`src/rtl/rob_commit_unit_pkg.sv`:
```
// Shared sizing and ROB entry layout for rob_commit_unit and the exec stage.
package rob_commit_unit_pkg;

    localparam int ROB_SIZE      = 4;
    localparam int DEST_REG_SIZE = 3;
    localparam int DATA_WIDTH    = 32;
    localparam int CTRL_WIDTH    = 6;
    localparam int ROB_DEPTH     = 1 << ROB_SIZE;

    typedef struct packed {
        logic                     valid;
        logic                     done;
        logic                     is_store;
        logic [DEST_REG_SIZE-1:0] dest;
        logic [CTRL_WIDTH-1:0]    ctrl;
        logic [DATA_WIDTH-1:0]    data;
    } rob_entry_t;

endpackage

```
`src/rtl/rob_ptr_ctrl.sv`:
```
// Head/tail/occupancy tracking for the ROB. Reset and flush both return the
// pointers to zero and take priority over allocation and commit. Full and
// empty come from the occupancy count, so head == tail is never ambiguous.
module rob_ptr_ctrl
    import rob_commit_unit_pkg::*;
(
    input  logic                clk,
    input  logic                reset,
    input  logic                flush,
    input  logic                alloc_req,
    input  logic                do_commit,
    output logic                do_alloc,
    output logic [ROB_SIZE-1:0] head,
    output logic [ROB_SIZE-1:0] tail,
    output logic [ROB_SIZE:0]   count,
    output logic                alloc_ready,
    output logic                rob_empty
);

    // Full is judged on the registered count only; a commit on the same edge
    // does not free a slot for an allocation on that edge.
    always_comb begin
        alloc_ready = (count != (ROB_SIZE+1)'(ROB_DEPTH));
        rob_empty   = (count == '0);
        do_alloc    = alloc_req && alloc_ready && !flush;
    end

    // Pointer and count update; the pointers wrap naturally at ROB_DEPTH.
    always_ff @(posedge clk) begin
        if (reset || flush) begin
            head  <= '0;
            tail  <= '0;
            count <= '0;
        end else begin
            if (do_alloc)
                tail <= tail + ROB_SIZE'(1);
            if (do_commit)
                head <= head + ROB_SIZE'(1);
            count <= count + (ROB_SIZE+1)'(do_alloc) - (ROB_SIZE+1)'(do_commit);
        end
    end

endmodule

```
`src/rtl/rob_commit_unit.sv`:
```
// In-order reorder buffer and commit unit. Tags are granted at dispatch,
// results arrive out of order from the exec-stage bus, and entries retire in
// program order through registered commit outputs (one per cycle).
// Optional build macro ROB_WB_CHECK_EN adds a sticky wb_err output that flags
// writebacks to entries that are not valid or already done.
module rob_commit_unit
    import rob_commit_unit_pkg::*;
(
    input  logic                     clk,
    input  logic                     reset,
    input  logic                     flush,
    input  logic                     alloc_req,
    input  logic [DEST_REG_SIZE-1:0] alloc_dest_reg,
    input  logic                     alloc_is_store,
    output logic                     alloc_ready,
    output logic [ROB_SIZE-1:0]      alloc_rob_entry,
    input  logic                     wb_nop,
    input  logic [ROB_SIZE-1:0]      wb_rob_entry,
    input  logic [DATA_WIDTH-1:0]    wb_data,
    input  logic [CTRL_WIDTH-1:0]    wb_ctrl_sigs,
    output logic                     commit_valid,
    output logic [DEST_REG_SIZE-1:0] commit_dest_reg,
    output logic [DATA_WIDTH-1:0]    commit_data,
    output logic [CTRL_WIDTH-1:0]    commit_ctrl_sigs,
    output logic [ROB_SIZE-1:0]      commit_rob_entry,
    output logic                     commit_store,
    output logic [ROB_SIZE:0]        rob_count,
    output logic                     rob_empty
`ifdef ROB_WB_CHECK_EN
    ,
    output logic                     wb_err
`endif
);

    rob_entry_t          entries [ROB_DEPTH];
    rob_entry_t          head_entry;
    rob_entry_t          wb_entry;
    logic [ROB_SIZE-1:0] head;
    logic [ROB_SIZE-1:0] tail;
    logic                do_alloc;
    logic                do_commit;
    logic                wb_hit;

    rob_ptr_ctrl u_ptr_ctrl (
        .clk         (clk),
        .reset       (reset),
        .flush       (flush),
        .alloc_req   (alloc_req),
        .do_commit   (do_commit),
        .do_alloc    (do_alloc),
        .head        (head),
        .tail        (tail),
        .count       (rob_count),
        .alloc_ready (alloc_ready),
        .rob_empty   (rob_empty)
    );

    // Head retires once its result is in; a writeback lands one edge before
    // it can commit, since done is read from the registered entry.
    always_comb begin
        head_entry      = entries[head];
        wb_entry        = entries[wb_rob_entry];
        alloc_rob_entry = tail;
        do_commit       = head_entry.valid && head_entry.done && !flush;
        wb_hit          = !wb_nop && !flush && wb_entry.valid && !wb_entry.done;
    end

    // Entry array: allocate at tail, absorb writebacks, release head on commit.
    // The three never target the same slot on one edge (full blocks alloc,
    // done separates writeback from commit, empty blocks commit).
    always_ff @(posedge clk) begin
        if (reset || flush) begin
            for (int i = 0; i < ROB_DEPTH; i++) begin
                entries[i].valid <= 1'b0;
                entries[i].done  <= 1'b0;
            end
        end else begin
            if (do_alloc) begin
                entries[tail].valid    <= 1'b1;
                entries[tail].done     <= 1'b0;
                entries[tail].is_store <= alloc_is_store;
                entries[tail].dest     <= alloc_dest_reg;
            end
            if (wb_hit) begin
                entries[wb_rob_entry].data <= wb_data;
                entries[wb_rob_entry].ctrl <= wb_ctrl_sigs;
                entries[wb_rob_entry].done <= 1'b1;
            end
            if (do_commit)
                entries[head].valid <= 1'b0;
        end
    end

    // Commit registers: strobes pulse per retirement, payload holds otherwise.
    always_ff @(posedge clk) begin
        if (reset) begin
            commit_valid     <= 1'b0;
            commit_store     <= 1'b0;
            commit_dest_reg  <= '0;
            commit_data      <= '0;
            commit_ctrl_sigs <= '0;
            commit_rob_entry <= '0;
        end else if (do_commit) begin
            commit_valid     <= 1'b1;
            commit_store     <= head_entry.is_store;
            commit_dest_reg  <= head_entry.dest;
            commit_data      <= head_entry.data;
            commit_ctrl_sigs <= head_entry.ctrl;
            commit_rob_entry <= head;
        end else begin
            commit_valid <= 1'b0;
            commit_store <= 1'b0;
        end
    end

`ifdef ROB_WB_CHECK_EN
    // Sticky flag for writebacks that the array ignores.
    always_ff @(posedge clk) begin
        if (reset || flush)
            wb_err <= 1'b0;
        else if (!wb_nop && !(wb_entry.valid && !wb_entry.done))
            wb_err <= 1'b1;
    end
`endif

endmodule

```
`config.mk`:
```
export PLATFORM = sky130hd
export DESIGN_NAME = rob_commit_unit
export DESIGN_NICKNAME = d
export VERILOG_FILES = /design/src/rtl/rob_commit_unit_pkg.sv /design/src/rtl/rob_ptr_ctrl.sv /design/src/rtl/rob_commit_unit.sv
export SDC_FILE = /design/constraint.sdc
export NUM_CORES = 1
export LEC_CHECK = 0
export ABC_CLOCK_PERIOD_IN_PS = 5550
export BUFFER_PORTS_ARGS = -buffer_cell sky130_fd_sc_hd__buf_4
export CAP_MARGIN = 20
export CORE_MARGIN = 10
export CORE_UTILIZATION = 30
export DETAILED_ROUTE_END_ITERATION = 7
export PLACE_DENSITY = 0.51
export SYNTH_ARGS = -nofsm -noshare
export SYNTH_HDL_FRONTEND = slang
export SYNTH_SLANG_ARGS = --single-unit
```
`constraint.sdc`:
```
create_clock -name clk -period 5.55 [get_ports clk]
set_input_delay 0.555 -clock clk [delete_from_list [all_inputs] [get_ports clk]]
set_output_delay 0.555 -clock clk [all_outputs]
set_load 0.02 [all_outputs]
```
; Word level (Yosys, flattened, before mapping)
; Memory sizes are Yosys's and may differ from the RTL's. A register that Yosys moved wholly into a read port is not among the register bits.
; Cells that the tools add are included.
[word_totals]
regBits = 60
ramBits = 704
elab_cells = 54
mem_count = 1
[memory_table]
columns = name, depth, word_bits, rd, rd_ports_with_merged_regs, write_ports, line
row1 = entries, 16, 44, 2, 1, 16, rob_commit_unit.sv:35  ; rob_entry_t entries [ROB_DEPTH];
[op_classes]
n_addsub = 4
eq_ne = 1
muxes = 22
bitwise = 1
reduce_logical = 16
[op_table]
columns = operator, count
row1 = 44-bit 2-to-1 mux, 3
row2 = 44-bit OR reduction, 3
row3 = 4-bit 2-to-1 mux, 6
row4 = 1-bit 2-to-1 mux, 11
row5 = "4-bit by 1-bit adder with 4-bit output, second input constant", 2
row6 = 1-bit logical AND, 7
row7 = 3-bit 2-to-1 mux, 2
row8 = 5-bit by 1-bit adder with 5-bit output, 1
row9 = 5-bit zero test, 1
row10 = "5-bit inequality test, second input constant", 1
row11 = 5-bit by 1-bit subtractor with 5-bit output, 1
row12 = 1-bit zero test, 3
row13 = 2-bit OR reduction, 1
row14 = 1-bit logical OR, 1
row15 = 1-bit inverter, 1

; Longest topological paths before layout
[logic_depth]
word_depth = 9
depth_mapped = 16
mapped_depth_nobuf = 14

; Hierarchy
; From an unflattened synthesis, not the netlist that was laid out.
[unflattened]
cells_unflattened = 1481
area_unflattened_um2 = 29479.5
[modules_own_cells]
columns = mod, instances, cells_each, area_per_inst_um2
row1 = rob_commit_unit, 1, 1408, 28787.6
row2 = rob_ptr_ctrl, 1, 73, 691.9

; Worst setup path after synthesis
; Ideal clock, no wire load.
[synth_timing]
path_type = input port to flip-flop
from = input port flush
to = memory entries[1][0] (netlist name) (enable)
arrival_ns = 4.364
setup_slack_ns = 0.694
stages = 5
n_path_buf = 1
cell_sequence = or2_2 clkbuf_1 nor2_1 nand4_1 nor3b_1
[synth_rtl]
columns = element, line
row1 = from (decl), rob_commit_unit.sv:11  ; input logic flush,
row2 = to (decl), rob_commit_unit.sv:35

==> results.toml <==
[final_layout]
syn2layout_area_growth_pct = 16.96
multi_input_area_sq_um = 7383
top_regs = "entries x704, commit_data x32, commit_ctrl_sigs x6"
largest_reg_flops = 704
layout.cells.non_filler = 3002
fillers = 9177
drive_gt1_share_pct = 28.65
top_register = "entries"
seq_area_sq_um = 22110
nNetsFinal = 1710

[sta]
drv_slew = 0
post-route-period-util_pct = 64.27
hold_viol_final = 0
rsz0062_at_grt = "no"
hold_ws_ns = 0.2318
setup_tns_ns = 0
finalCriticalPeriod_ns = 3.567
finalSetupViolations = 0
worstMarginPinSlew_ns = 0.9988
slew_headroom_pct = 33.17
worst_clock_skew_ns = 0.02941
fmax_ghz = 0.2803

[global_route]
grt_pass1_wl_um = 107300
antenna_found_initial = 2
overflow = 0
grt_usage_pct = 12.68
grt_max_degree = 81
grt_pass1_vias = 16060

[job]
drv_cap = 0

[synthesis]
syn_area_sq_um = 29900
yosysWarnings = 0
synth_seq_cells = 768
synth_fp_nets = 1576
ys_types = 60
synthCells = 1510
synthFlopType = "edfxtp_1"
synth_async_sr_flop_share_pct = 0
synth-edff-count = 672
synth_area_per_cell_sq_um = 19.80
ys_seq_area_share_pct = 73.92

[setup_path]
worst_ep_arrival_time_ns = 4.05
crit_chain = "and2_2 > and4b_1 > a41oi_2 > nand4_4 > inv_2 > ha_1 > inv_1 > ha_1 > fa_1 > a21oi_1 > nor2_1 > nor2_1 > xnor2_1 > nor2_1"
critPathBufInv = 2
crit_type = "flip-flop to flip-flop"
end_kind = "flip-flop"
required_ns = 6.04
crit_fanout = 19
crit_slowest_cell = "and2_2"
cp_top_family = "simple AND/OR/NAND/NOR gates"
cp_slowest_stage_delay_ns = 0.65
startpoint_type = "flip-flop"
cpMostUsedCell = "nor2_1"

[power_and_ir_drop]
p_per_area_nw_per_um2 = 337.9
ir_drop_mv = 0.2047
power.leakage_nw = 10.94

[detailed_routing]
firstDrtPassIters = 6
drc_errors = 0
met2_length_um = 36120
routed_wl_um = 72040
antenna_left = 0
wire_per_inst_um = 24.00
vias = 14920
drt_iter0_drc = 1374
wl_met3_um = 3364
drt-met1-wl_um = 31040
routed.top_layer = "met5"
vias_per_cell = 4.970

[placed_design]
dp_hpwl_um = 40840
port_buffers = 108
place_inst = 2844
gp_congestion = 0.8131

[worst_hold_path]
hp-class = "input pin to flip-flop"

[clock_network]
post_cts_buffers = 0
h-tree-depth = 3
cts_sinks = 768
cts_made_buffers = 85
ctsResizeCount = 0
cts-hold-fix-buffers = 0
cts_tree = "yes"
ctsRootBufferMaster = "clkbuf_16"
cts_buffer_depth = 3
path_clk_slew_ns = 0.06
clk-insertion-delay-late_ns = 0.62

[die]
initial_core_util_pct = 30.29
die_w_um = 335.7
die_height_um = 335.7
row_count = 115
dieArea_sq_um = 112700
coreArea_sq_um = 98710
io-pin-count = 109

[outcome]
outcome = "complete, no violations"
final timing paths:
path | startpoint | cells past startpoint | slack (ns) | to
setup / recovery | flip-flop | 14 | 1.98 | u_ptr_ctrl.count[4]
hold / removal | wb_data[21] | 1 | 0.23 | entries[14][21]
setup reg to reg | flip-flop | 14 | 1.98 | u_ptr_ctrl.count[4]
hold reg to reg | commit_rob_entry[2] | 2 | 0.50 | commit_rob_entry[2]
synth_stat cells (all sizes together), types with 11 or more instances:
cell	n	area share, %
mux2	41	2.0
edfxtp	672	67
nor2b	47	0.98
clkbuf	52	0.65
buf	43	0.93
inv	21	0.26
nor2	46	0.58
ha	14	0.59
a31o	12	0.35
a21oi	46	0.77
nand2b	11	0.23
a311oi	13	0.38
a31oi	16	0.33
mux4	169	13
nand3	21	0.35
a22oi	82	2.1
dfxtp	96	6.4
metrics by stage:
| step | total power (W) | instance area (sq um) | worst slack [ns] | utilization, % |
|---|---|---|---|---|
| finish | 0.01182 | 34970 | 1.983 | 35.43 |
| global route | 0.01222 | 34970 | 1.767 | 35.43 |
| CTS | 0.01196 | 34970 | 1.965 | 35.43 |
| detailed placement | 0.006587 | 32300 | 1.714 | 32.72 |
| global placement | 0.006578 | 32300 | 1.751 | 32.72 |
| floorplan | 0.006458 | 29900 | 0.6944 | - |
where the power goes:
part           leakage (nW)  switching [W]  internal [W]  total [W]
Combinational          2.82       0.000133     0.0000445   0.000177
Clock                  1.30        0.00220       0.00316    0.00535
Sequential             6.81     0.00000380       0.00628    0.00628
Total                  10.9        0.00233       0.00948     0.0118
final cells by class:
class                   count  area share (%)
diodes                      1        0.007156
repair buffers            142           3.192
clock inverters            35          0.7406
clock buffers             122           6.895
multi-input cells         626           21.11
inverters                  21          0.2254
well taps                1287           4.605
flip-flops and latches    768           63.22
worst register-to-register path, stage by stage, from the launching register on:
cell     delay, ns
dfxtp_1       0.52
and2_2        0.65
and4b_1       0.35
a41oi_2       0.08
nand4_4       0.22
inv_2         0.09
ha_1          0.28
inv_1         0.04
ha_1          0.22
fa_1          0.44
a21oi_1       0.17
nor2_1        0.05
nor2_1        0.12
xnor2_1       0.13
nor2_1        0.06
routing by layer:
layer / vias up / global-route usage (%)
li1: 6511 / -
met1: 7891 / 16.65
met2: 420 / 21.20
met3: 96 / 2.428
met4: 2 / 3.598
met5: - / 0
logic make-up (layout without fill, tap and decap cells):
group / count (synthesis) / count (layout) / share of synthesized area, %
simple gates: 187 / 187 / 3.578
flops: 768 / 768 / 73.92
other cells: 0 / 1 / 0
xor+xnor: 7 / 7 / 0.2051
fa+ha+maj: 15 / 15 / 0.6528
buf+inv: 116 / 320 / 1.845
compound gates: 200 / 200 / 4.791
mux: 217 / 217 / 15.01
cell usage in the layout, fill, tap and decap left out, types with 13 or more instances in the layout:
cell type,instances
a21oi_1,46
a22oi_1,82
a311oi_1,13
a31oi_1,16
buf_4,138
clkbuf_1,27
clkbuf_16,89
clkinv_1,20
dfxtp_1,94
edfxtp_1,672
ha_1,14
inv_1,20
mux2_4,40
mux4_2,169
nand3_1,21
nor2_1,32
nor2_4,14
nor2b_1,45
No activity file was read; power rests on OpenSTA's default activity.
